[src/rtl/string_text_renderer.sv]
// string_text_renderer
//   Three-stage pixel pipeline that renders lines of packed character codes
//   as a text overlay. Stage 1 maps the pixel into the text box and drives
//   the string ROM line address, stage 2 picks the character code and drives
//   the font ROM, and stage 3 turns the returned glyph row into one bit per
//   pixel. One pixel per clock, fixed latency of 3 clocks, no stalls.
//
// Ports
//   clk, rst      system clock, synchronous active-high reset
//   pix_x, pix_y  current pixel coordinate
//   pix_valid     pixel is in active video
//   rom_addr      line address to the string ROM (0 outside the box)
//   rom_string    packed line returned combinationally, slot 0 in the MSBs
//   font_code     character code to the font ROM (BLANK_CODE outside the box)
//   font_row      glyph row to the font ROM (0 outside the box)
//   font_bits     glyph row from the font ROM, bit 7 = leftmost column
//   text_on       pixel is a lit glyph pixel
//   text_valid    pix_valid delayed by 3 clocks
module string_text_renderer #(
  parameter int STRING_NUM = 13,
  parameter int MAX_CHAR   = 11,
  parameter int CHAR_WIDTH = 5,
  parameter int BLANK_CODE = 31,
  parameter int SCALE_LOG2 = 1,
  parameter int ORIGIN_X   = 64,
  parameter int ORIGIN_Y   = 48,
  parameter int COORD_W    = 10
) (
  input  logic                           clk,
  input  logic                           rst,
  input  logic [COORD_W-1:0]             pix_x,
  input  logic [COORD_W-1:0]             pix_y,
  input  logic                           pix_valid,
  output logic [$clog2(STRING_NUM+1)-1:0] rom_addr,
  input  logic [CHAR_WIDTH*MAX_CHAR-1:0] rom_string,
  output logic [CHAR_WIDTH-1:0]          font_code,
  output logic [2:0]                     font_row,
  input  logic [7:0]                     font_bits,
  output logic                           text_on,
  output logic                           text_valid
);

  localparam int ADDR_W = $clog2(STRING_NUM + 1);
  localparam int CIDX_W = $clog2(MAX_CHAR);
  localparam int SCALE  = 1 << SCALE_LOG2;
  localparam logic [COORD_W:0]    BOX_W = (COORD_W + 1)'(MAX_CHAR * 8 * SCALE);
  localparam logic [COORD_W:0]    BOX_H = (COORD_W + 1)'(STRING_NUM * 16 * SCALE);
  localparam logic [CHAR_WIDTH-1:0] BLANK = CHAR_WIDTH'(BLANK_CODE);

  // Box-relative coordinates; the extra top bit is the sign.
  logic [COORD_W:0] relx, rely;
  logic             in_box;

  assign relx = {1'b0, pix_x} - (COORD_W + 1)'(ORIGIN_X);
  assign rely = {1'b0, pix_y} - (COORD_W + 1)'(ORIGIN_Y);
  assign in_box = pix_valid && !relx[COORD_W] && !rely[COORD_W] &&
                  (relx < BOX_W) && (rely < BOX_H);

  // Stage 1
  logic [ADDR_W-1:0] s1_line;
  logic [CIDX_W-1:0] s1_char;
  logic [2:0]        s1_grow, s1_gcol;
  logic              s1_in_glyph, s1_in_box, s1_valid;

  always_ff @(posedge clk) begin
    if (rst) begin
      s1_line     <= '0;
      s1_char     <= '0;
      s1_grow     <= '0;
      s1_gcol     <= '0;
      s1_in_glyph <= 1'b0;
      s1_in_box   <= 1'b0;
      s1_valid    <= 1'b0;
    end else begin
      // Power-of-two geometry: every divide is a bit-field pick.
      s1_line     <= rely[4 + SCALE_LOG2 +: ADDR_W];
      s1_in_glyph <= ~rely[3 + SCALE_LOG2];
      s1_char     <= relx[3 + SCALE_LOG2 +: CIDX_W];
      s1_grow     <= rely[SCALE_LOG2 +: 3];
      s1_gcol     <= relx[SCALE_LOG2 +: 3];
      s1_in_box   <= in_box;
      s1_valid    <= pix_valid;
    end
  end

  assign rom_addr = s1_in_box ? s1_line : '0;

  // Character slot select; slot 0 (leftmost on screen) is the top field.
  logic [CHAR_WIDTH-1:0] sel_code;

  always_comb begin
    sel_code = BLANK;
    for (int i = 0; i < MAX_CHAR; i++) begin
      if (s1_char == CIDX_W'(i))
        sel_code = rom_string[CHAR_WIDTH*(MAX_CHAR-i)-1 -: CHAR_WIDTH];
    end
  end

  // Stage 2
  logic [CHAR_WIDTH-1:0] s2_code;
  logic [2:0]            s2_grow, s2_gcol;
  logic                  s2_in_glyph, s2_in_box, s2_valid;

  always_ff @(posedge clk) begin
    if (rst) begin
      s2_code     <= BLANK;
      s2_grow     <= '0;
      s2_gcol     <= '0;
      s2_in_glyph <= 1'b0;
      s2_in_box   <= 1'b0;
      s2_valid    <= 1'b0;
    end else begin
      s2_code     <= sel_code;
      s2_grow     <= s1_grow;
      s2_gcol     <= s1_gcol;
      s2_in_glyph <= s1_in_glyph;
      s2_in_box   <= s1_in_box;
      s2_valid    <= s1_valid;
    end
  end

  assign font_code = s2_in_box ? s2_code : BLANK;
  assign font_row  = s2_in_box ? s2_grow : 3'd0;

  // Stage 3. in_box already implies pix_valid, so text_on is never set
  // without text_valid.
  always_ff @(posedge clk) begin
    if (rst) begin
      text_on    <= 1'b0;
      text_valid <= 1'b0;
    end else begin
      text_on    <= s2_valid && s2_in_box && s2_in_glyph && (s2_code != BLANK) &&
                    font_bits[3'd7 - s2_gcol];
      text_valid <= s2_valid;
    end
  end

endmodule

[config.mk]
export PLATFORM = sky130hd
export DESIGN_NAME = string_text_renderer
export DESIGN_NICKNAME = d
export VERILOG_FILES = /design/src/rtl/string_text_renderer.sv
export SDC_FILE = /design/constraint.sdc
export NUM_CORES = 1
export LEC_CHECK = 0
export ABC_CLOCK_PERIOD_IN_PS = 1400
export CORE_UTILIZATION = 34
export DETAILED_ROUTE_END_ITERATION = 10
export GPL_TIMING_DRIVEN = 0
export PLACE_DENSITY = 0.76
export SLEW_MARGIN = 20
export SYNTH_ARGS = -nofsm -noshare
export SYNTH_HDL_FRONTEND = slang
export SYNTH_SLANG_ARGS = --single-unit
[constraint.sdc]
create_clock -name clk -period 1.4 [get_ports clk]
set_input_delay 0.42 -clock clk [delete_from_list [all_inputs] [get_ports clk]]
set_output_delay 0.42 -clock clk [all_outputs]
set_load 0.05 [all_outputs]
==> impl_results.md, run 1 <==
* Outcome: finished, violations left
* Failing checks: setup timing
* GRT Total Usage at approximately 18%
* Rows at 25
* Initial Utilization at roughly 36%
* Via count at 1770
* CTS tree: built
* Core Footprint at 4850 um^2
* Synth warnings at 0
* Max-cap violations at 0
* Detail Route Antenna Nets at 0
* DRC viols at 0
* Slew Viols, Final at 0
* Peak supply drop at 0.448 mV
* Total chip power at 2.29 mW
* Setup ws final at -29.7 ps
* Slew @ Worst Pin at 446 ps
* Die height at 74.0 um
* Largest area contributor in the netlist: dfxtp_1
* Worst skew pair latency at 270 ps
* Vias in the first global route at roughly 1600
* Period minus WS final at 1430 ps
* Clock Sinks at 33
* Pwr/cell area at approximately 760 nW/um^2
* Hold WS at 437 ps
* Finished Layout Cells at 363
* Final Net Count at roughly 380
* Share of the synthesized area in the top cell type at 37.5%
* CP Data Arrival Time at 1590 ps
* Most frequent cells after synthesis: dfxtp_1, nor2b_1, nor2_1, o21ai_0, nand2b_1
* Global-route wire length before repair at 7470 um
* DR pass1 iterations at 4
* Antenna violations before repair at 0
* Routed WL at 4800 um
* Hold Path Class: reg2reg
* Achievable frequency at 699 MHz
* Area delta synth->final at 71.9%
* Netlist Area Pre-Place at ~1800 um^2
* Synth area leaders: dfxtp_1, nor2b_1, mux4_2
* Worst EP required at roughly 1600 ps
* Post-synth EDFFs at 0
* Die width at around 74 um
* Final Hold Vio Count at 0
* Cells after synthesis at 187
* Filler Cells Inserted at 441
* Synth Net Count at 275
* Antenna diodes at 0
* Crit start category: flop
* Setup WS pre-CTS at -748 ps
* H-tree depth at 2
* Leak at 1.17 nW
* Largest net degree at the start of global routing at 11
* Final setup viols at 2
* Cell variety after synth at 46
* Seq/Total Area, Yosys at 37.5%
* Hold buffers post-CTS at 0
* CP max FO at 8
* CTS root buf: clkbuf_8
* Routed vias/inst at 4.88
* First DRT Iteration DRCs at 58
* Die ar. at 5470 um^2
* DP HPWL at 3740 um
* Async S/R FF share, synth at 0%
* Top-count cell post-synth: dfxtp_1
* Relative slew margins at 70.3%
* Port Buffers at 96
* Setup TNS at -42.3 ps
* Fin Clk Skew at 3.72 ps
* Clk slew on worst S/H paths at 60 ps
* Layout cells sized above 1 at between 20% and 30%
* IO Pins at 100
* Number of synthesized register bits at 33
* Setup CP Type: reg2reg
* Synth Flop Type: dfxtp_1
* Remaining Overflow, GRT at 0
* Final Cycle Share at 102%
* CTS max path bufs at 2
* Mean Syn Cell Area at 9.42 um^2
* Placed Instances at 350
* WL per Instance at 13.2 um
* Final Wtd Congestion at ~0.84
* RSZ-0062 raised after global routing: yes
* TritonCTS Buffers at 5
* Crit path capture type: flop
[power breakdown]
| group | leakage, nW | internal (mW) | switching (mW) |
|---|---|---|---|
| Clock | 0.0443 | 0.389 | 0.302 |
| Sequential | 0.275 | 0.994 | 0.0276 |
| Combinational | 0.849 | 0.375 | 0.205 |
| Total | 1.17 | 1.76 | 0.534 |
[final timing paths]
kind,start,endpoint,slack [ps],depth (start not counted)
max,s1_char[0]$_SDFF_PP0_,s2_code[2]$_SDFF_PP1_,-30,6
min,s1_grow[1]$_SDFF_PP0_,s2_grow[1]$_SDFF_PP0_,440,1
max reg2reg,s1_char[0]$_SDFF_PP0_,s2_code[2]$_SDFF_PP1_,-30,6
min reg2reg,s1_grow[1]$_SDFF_PP0_,s2_grow[1]$_SDFF_PP0_,440,1
[cell usage in the layout, fill, tap and decap left out, types with 5 or more instances in the layout]
cell type        netlist  final
and2_1                 7      5
buf_4                  1     13
buf_6                  1      7
clkbuf_8               0      7
clkdlybuf4s50_1        0     70
dfxtp_1               33     28
dlygate4sd2_1          0      8
inv_1                  6      6
mux4_2                 6      7
nand2b_1               9      9
nor2_1                12     11
nor2b_1               24     23
nor3_1                 6      5
o21ai_0               12     10
o22ai_1                7      7
[cell families after synthesis]
kind of cell | synth area share, %
compound gates | 16.3
xor+xnor | 1.49
fa+ha+maj | 1.42
simple gates | 23.6
buf+inv | 5.18
mux | 14.6
flops | 37.5
[metal layers]
metal	GRT usage [%]	wire length, um	up-vias
met1	21.9	2020	817
met5	0	0	-
li1	-	-	888
met4	4.27	25	0
met2	32.0	2470	60
met3	5.01	288	5
[flip-flops by register name (all words and copies together) (netlist names)]
register	count
s1_in_glyph	1
s1_line	4
s2_grow	3
s1_in_box	1
s1_valid	1
s2_valid	1
s1_gcol	3
s1_char	4
s1_grow	3
s2_gcol	3
text_on	1
text_valid	1
s2_in_box	1
s2_code	5
s2_in_glyph	1
[critical path, cell delays in order (launching register included)]
cell and delay, ps:
dfxtp_4 360, buf_8 140, buf_6 120, o21a_1 130, o32ai_4 250, a22oi_1 100, o22a_1 200
[stage by stage]
step / util, % / instance area (um^2)
6_report: 62.5 / 3030
3_3_place_gp: 57.9 / 2810
5_1_grt: 62.5 / 3030
2_1_floorplan: - / 1760
4_1_cts: 60.9 / 2950
3_5_place_dp: 57.9 / 2810
[area by class of cell]
class | count | area (um^2) | area share [%]
well taps | 67 | 83.8 | 2.77
inverters | 6 | 22.5 | 0.743
plain buffers | 10 | 86.3 | 2.85
repair buffers | 103 | 996 | 32.9
flip-flops and latches | 33 | 672 | 22.2
multi-input cells | 137 | 1080 | 35.7
clock buffers | 7 | 86.3 | 2.85
[what timing repair did]
action                                  CTS  global route
gates resized for setup                 112            31
setup buffers                             5             2
endpoints found under the setup margin   28            19
pin swaps                                 7             9
gates cloned                              0             0
(Power assumes the default switching activity.)
==> run 2: changes to the inputs <==
--- a/config.mk
+++ b/config.mk
@@ -8,6 +8,7 @@
 export ABC_CLOCK_PERIOD_IN_PS = 1400
 export CORE_UTILIZATION = 34
 export DETAILED_ROUTE_END_ITERATION = 10
+export GPL_ROUTABILITY_DRIVEN = 0
 export GPL_TIMING_DRIVEN = 0
 export PLACE_DENSITY = 0.76
 export SLEW_MARGIN = 20
==> results of run 2 <==
The final DEF is identical to that of run 1; final timing and power are the same.
